--- src/rtl/rsa_pkg.sv ---
// Shared types and helpers for the sequential RSA modular exponentiator.
// Holds the controller state encoding and the busy-length formula.
package rsa_pkg;

    typedef enum logic [2:0] {
        IDLE,
        CHECK,
        REDUCE,
        MUL,
        SQR,
        FIN
    } state_t;

    // Accumulator headroom: W+2 bits hold anything below 3*C.
    localparam int ACC_GUARD = 2;

    function automatic int busy_cycles(
        input int          w,
        input logic [63:0] b,
        input bit          degenerate
    );
        int k;
        int p;
        k = 0;
        p = 0;
        if (degenerate) return 1;
        for (int i = 0; i < 64; i++) begin
            if (b[i]) begin
                k = i + 1;
                p = p + 1;
            end
        end
        return 1 + w * (1 + k + p);
    endfunction

endpackage

--- src/rtl/rsa_modmul_seq.sv ---
// Interleaved shift-add (Blakley) modular multiplier, one bit of X per cycle.
// The go cycle already consumes the MSB, so done pulses W cycles after go.
import rsa_pkg::*;

module rsa_modmul_seq #(
    parameter int W = 8
) (
    input  logic         clk,
    input  logic         rst,
    input  logic         go,
    input  logic [W-1:0] X,
    input  logic [W-1:0] Y,
    input  logic [W-1:0] M,
    output logic         busy,
    output logic         done,
    output logic [W-1:0] P
);

    localparam int ACCW = W + ACC_GUARD;
    localparam int CW   = $clog2(W + 1);

    logic [ACCW-1:0] acc;
    logic [ACCW-1:0] acc_in;
    logic [ACCW-1:0] acc_nxt;
    logic [W-1:0]    xs;
    logic [W-1:0]    y;
    logic [W-1:0]    m;
    logic [W-1:0]    y_in;
    logic [W-1:0]    m_in;
    logic            bit_in;
    logic [CW-1:0]   cnt;

    always_comb begin
        acc_in  = go ? '0 : acc;
        bit_in  = go ? X[W-1] : xs[W-1];
        y_in    = go ? Y : y;
        m_in    = go ? M : m;
        acc_nxt = {acc_in[ACCW-2:0], 1'b0};
        if (bit_in) acc_nxt = acc_nxt + ACCW'(y_in);
        if (acc_nxt >= ACCW'(m_in)) acc_nxt = acc_nxt - ACCW'(m_in);
        if (acc_nxt >= ACCW'(m_in)) acc_nxt = acc_nxt - ACCW'(m_in);
    end

    always_ff @(posedge clk or posedge rst) begin
        if (rst) begin
            acc  <= '0;
            xs   <= '0;
            y    <= '0;
            m    <= '0;
            cnt  <= '0;
            busy <= 1'b0;
            done <= 1'b0;
        end else begin
            done <= 1'b0;
            if (go) begin
                acc  <= acc_nxt;
                xs   <= {X[W-2:0], 1'b0};
                y    <= Y;
                m    <= M;
                cnt  <= CW'(W - 1);
                busy <= 1'b1;
            end else if (busy) begin
                acc <= acc_nxt;
                xs  <= {xs[W-2:0], 1'b0};
                cnt <= cnt - CW'(1);
                if (cnt == CW'(1)) begin
                    busy <= 1'b0;
                    done <= 1'b1;
                end
            end
        end
    end

    assign P = acc[W-1:0];

endmodule

--- src/rtl/rsa_modexp_seq.sv ---
// Right-to-left square-and-multiply modular exponentiator, Yn = A^B mod C.
// One shared modmul serves REDUCE, MUL and SQR; the next go overlaps the last cycle.
import rsa_pkg::*;

module rsa_modexp_seq #(
    parameter int W  = 8,
    parameter int EW = W
) (
    input  logic          clk,
    input  logic          rst,
    input  logic          start,
    input  logic [W-1:0]  A,
    input  logic [EW-1:0] B,
    input  logic [W-1:0]  C,
    output logic          busy,
    output logic          done,
    output logic          err,
    output logic [W-1:0]  Yn
);

    state_t state;
    state_t state_n;

    logic [W-1:0]  a_r;
    logic [W-1:0]  m_r;
    logic [W-1:0]  r;
    logic [W-1:0]  base;
    logic [W-1:0]  base_eff;
    logic [EW-1:0] e;
    logic [EW-1:0] e_sh;
    logic [W-1:0]  mm_x;
    logic [W-1:0]  mm_y;
    logic [W-1:0]  mm_p;
    logic          mm_go;
    logic          mm_go_req;
    logic          mm_busy;
    logic          mm_done;

    rsa_modmul_seq #(.W(W)) u_mm (
        .clk  (clk),
        .rst  (rst),
        .go   (mm_go),
        .X    (mm_x),
        .Y    (mm_y),
        .M    (m_r),
        .busy (mm_busy),
        .done (mm_done),
        .P    (mm_p)
    );

    // The base written by the phase now ending is not registered yet.
    assign base_eff = (state == REDUCE || state == SQR) ? mm_p : base;
    assign e_sh     = e >> 1;
    assign mm_go    = mm_go_req & ~mm_busy;

    always_comb begin
        state_n   = state;
        mm_go_req = 1'b0;
        mm_x      = r;
        mm_y      = base_eff;
        unique case (state)
            IDLE: begin
                if (start) state_n = CHECK;
            end
            CHECK: begin
                if (m_r <= W'(1)) begin
                    state_n = FIN;
                end else begin
                    mm_go_req = 1'b1;
                    mm_x      = a_r;
                    mm_y      = W'(1);
                    state_n   = REDUCE;
                end
            end
            REDUCE: begin
                if (mm_done) begin
                    if (e == '0) begin
                        state_n = FIN;
                    end else begin
                        mm_go_req = 1'b1;
                        if (e[0]) begin
                            state_n = MUL;
                        end else begin
                            mm_x    = base_eff;
                            state_n = SQR;
                        end
                    end
                end
            end
            MUL: begin
                if (mm_done) begin
                    mm_go_req = 1'b1;
                    mm_x      = base_eff;
                    state_n   = SQR;
                end
            end
            SQR: begin
                if (mm_done) begin
                    if (e_sh == '0) begin
                        state_n = FIN;
                    end else begin
                        mm_go_req = 1'b1;
                        if (e_sh[0]) begin
                            state_n = MUL;
                        end else begin
                            mm_x    = base_eff;
                            state_n = SQR;
                        end
                    end
                end
            end
            FIN: begin
                state_n = IDLE;
            end
            default: begin
                state_n = IDLE;
            end
        endcase
    end

    always_ff @(posedge clk or posedge rst) begin
        if (rst) begin
            state <= IDLE;
            a_r   <= '0;
            m_r   <= '0;
            e     <= '0;
            r     <= '0;
            base  <= '0;
            err   <= 1'b0;
            Yn    <= '0;
        end else begin
            state <= state_n;
            case (state)
                IDLE: begin
                    if (start) begin
                        a_r <= A;
                        e   <= B;
                        m_r <= C;
                        err <= 1'b0;
                        Yn  <= '0;
                    end
                end
                CHECK: begin
                    err <= (m_r == '0);
                    if (m_r > W'(1)) r <= W'(1);
                end
                REDUCE: begin
                    if (mm_done) begin
                        base <= mm_p;
                        if (e == '0) Yn <= r;
                    end
                end
                MUL: begin
                    if (mm_done) r <= mm_p;
                end
                SQR: begin
                    if (mm_done) begin
                        base <= mm_p;
                        e    <= e_sh;
                        if (e_sh == '0) Yn <= r;
                    end
                end
                default: ;
            endcase
        end
    end

    assign busy = (state == CHECK) || (state == REDUCE) ||
                  (state == MUL) || (state == SQR);
    assign done = (state == FIN);

endmodule

--- config.mk ---
export PLATFORM = sky130hd
export DESIGN_NAME = rsa_modexp_seq
export DESIGN_NICKNAME = d
export VERILOG_FILES = /design/src/rtl/rsa_pkg.sv /design/src/rtl/rsa_modmul_seq.sv /design/src/rtl/rsa_modexp_seq.sv
export SDC_FILE = /design/constraint.sdc
export NUM_CORES = 1
export LEC_CHECK = 0
export CORE_ASPECT_RATIO = 1.4
export CORE_MARGIN = 4
export CORE_UTILIZATION = 55
export DETAILED_ROUTE_END_ITERATION = 10
export GPL_ROUTABILITY_DRIVEN = 0
export GPL_TIMING_DRIVEN = 0
export PLACE_DENSITY = 0.84
export SLEW_MARGIN = 20
export SYNTH_ARGS = -nofsm -noshare
export SYNTH_HDL_FRONTEND = slang
export SYNTH_SLANG_ARGS = --single-unit
export TNS_END_PERCENT = 100
--- constraint.sdc ---
create_clock -name clk -period 11.15 [get_ports clk]
set_input_delay 1.115 -clock clk [delete_from_list [all_inputs] [get_ports clk]]
set_output_delay 1.115 -clock clk [all_outputs]
set_load 0.02 [all_outputs]
==> impl_metrics.tcl <==
set metrics [dict create \
    slew_violations 0 \
    clkSlewWorstSetupHoldPaths_ns 0.06 \
    clockRootBuffer "clkbuf_16" \
    vias 5265 \
    reg2regPathDepth 37 \
    status "finished clean" \
    synth_ff_type "dfrtp_1" \
    cp.depth 37 \
    wl_per_cell_um 18.9 \
    clock_latency_ns 0.35 \
    period_minus_slack_ns 10.16 \
    yosysMostFrequentCell "nand2_1" \
    finalCritPeriodShare 0.912 \
    dp_hpwl_mm 11.8 \
    viasPerCell 6.30 \
    grt_pass1_vias 5465 \
    synth_edf_count 0 \
    r2r-end "u_mm.acc[3]" \
    die_y_um 130 \
    cts_made_buffers 9 \
    yosysTopAreaCell "dfrtp_1" \
    synth_top_area_share 0.387 \
    drt_pass1_iterations 6 \
    crit_start "e[4]" \
    critical_path.endpoint_type "register" \
    max_freq_mhz 98.4 \
    num-nets-final 746 \
    maxCapViolCount 0 \
    antenna_found_initial 0 \
    setup_violations 0 \
    crit_path_start_kind "register" \
    remaining_drc_errors 0 \
    cts_sinks 90 \
    setup-tns-final_ns 0 \
    area_growth_pct 15.4 \
    ys_top_cells_by_area "dfrtp_1, nand2_1, mux2_2, o21ai_0, ha_1" \
    critPathKind "register to register" \
    async_flop_share 1.00 \
    cts_max_level 3 \
    core_sq_mm 0.0103 \
    rrSetupSlack_ns 0.99 \
    cp_data_arrival_time_ns 10.39 \
    p_per_area_mw_per_mm2 101 \
    antenna_cells 0 \
    portBuffers 37 \
    fillers 820 \
    syn-instance-count 644 \
    holdWs_ns 0.482 \
    hold_depth 1 \
    maxSlewHeadroom 0.421 \
    drtAntennaViolNets 0 \
    tightest_slew_ns 0.860 \
    synthDistinctLibCells 75 \
    fin_total_pwr_uw 677 \
    die_width_um 95.0 \
    finalHoldViolCount 0 \
    die-area_sq_mm 0.0123 \
    hold_path.class "register to register" \
    core.rowCount 44 \
    grt_start_max_net_pins 58 \
    cpPeakStageDelay_ns 0.62 \
    routed_wl_mm 15.8 \
    grt-ovfl-total 0 \
    min_from "m_r[0]" \
    p_leak_uw 0.00306 \
    gr-usage-all-layers 0.267 \
    ys_warn_count 0 \
    ios 38 \
    post_cts_resized 0 \
    drt_iter0_markers 461 \
    start_util 0.563 \
    cts_tree "built" \
    required_ns 11.38 \
    holdPathEnd "err" \
    critPathMaxFanout 10 \
    cpMaxStageDelayCell "nor4_1" \
    crit-reg2reg-launch "e[4]" \
    cpMostUsedCell "o21ai_0" \
    syn_nets 697 \
    synthTopCellsByCount "nand2_1, dfrtp_1, o21ai_0" \
    cts_setup_buffers 0 \
    finClkSkew_ns 0.00949 \
    drive_gt1_frac 0.0989 \
    syn_area_per_cell_sq_um 9.04 \
    ir_drop_uv 75.9 \
    grt_pass1_wl_mm 25.8 \
    syn_area_sq_mm 0.00582 \
    final_util 0.650 \
    ctsLongestPathBuffers 2 \
    crit_buf_inv 4 \
    ys_ff_latch 90 \
    cp_top_family "compound AO/OA/AOI/OAI gates" \
    rsz0062_at_grt "false" \
    postCtsHoldBufs 0 \
    yosysSeqAreaShare 0.387 \
]
-- stage by stage --
step / std cells / area, sq um / setup WS (ns)
final: 836 / 6720 / 0.987
after global routing: 836 / 6720 / 0.334
after CTS: 836 / 6720 / 1.36
after detailed placement: 820 / 6400 / 1.37
after global placement: 819 / 6370 / 1.78
after floorplan: 644 / 5820 / 3.05
-- cells by family (layout without fill, tap and decap cells) --
group | Yosys count | count (layout) | share of synthesized area
simple gates | 223 | 223 | 0.187
flops | 90 | 90 | 0.387
xor+xnor | 18 | 18 | 0.0271
mux | 55 | 55 | 0.101
fa+ha+maj | 28 | 28 | 0.0632
compound gates | 171 | 171 | 0.192
buf+inv | 59 | 113 | 0.0432
-- cell type report --
class | count | area (sq um) | share of cell area
multi-input cells | 495 | 3320 | 0.494
repair buffers | 38 | 398 | 0.0592
plain buffers | 31 | 146 | 0.0218
clock inverters | 6 | 96.3 | 0.0143
clock buffers | 10 | 229 | 0.0341
inverters | 28 | 108 | 0.0160
flip-flops and latches | 90 | 2250 | 0.335
well taps | 138 | 173 | 0.0257
-- flip-flops by register name, indices dropped and copies added, names as in the netlist --
name	flops
m_r	8
a_r	8
u_mm.xs	7
u_mm.acc	9
err	1
e	8
base	8
state	3
u_mm.done	1
Yn	8
u_mm.y	8
r	8
u_mm.busy	1
u_mm.m	8
u_mm.cnt	4
-- cell usage in the layout, fill, tap and decap left out, drive strengths merged, types with 3 or more instances in the layout --
cell / count
ha: 23
o21bai: 3
nor3: 16
nor2b: 11
inv: 30
a211oi: 5
fa: 3
o21a: 3
buf: 11
dfrtp: 90
a221oi: 3
a31oi: 6
o211ai: 8
o31ai: 9
o221ai: 3
o2111ai: 4
o21ai: 61
nor2: 42
a22oi: 3
and2: 14
nand4: 9
a21boi: 7
mux2: 32
clkbuf: 31
nand2b: 9
or3: 6
clkdlybuf4s50: 37
mux2i: 23
nand3: 7
a21oi: 30
a21o: 8
nand2: 93
xnor2: 14
a221o: 3
xor2: 4
-- report_power, final --
part | switching [uW] | internal [uW] | total [uW]
logic | 8.32 | 9.61 | 17.9
registers | 0 | 326 | 326
clock network | 133 | 200 | 333
-- worst max path at each step --
stage / to
2_1_floorplan: u_mm.acc[3]
3_3_place_gp: u_mm.acc[3]
3_5_place_dp: u_mm.acc[3]
4_1_cts: u_mm.acc[3]
5_1_grt: u_mm.acc[3]
6_report: u_mm.acc[3]
-- routing by layer --
layer / global-route usage / wire length [um] / part of all wire
met5: 0 / 0 / 0
met4: 0.183 / 995 / 0.063
met2: 0.479 / 8180 / 0.52
met3: 0.0381 / 965 / 0.061
met1: 0.285 / 5650 / 0.36
Power figures use the tool's default switching activity.
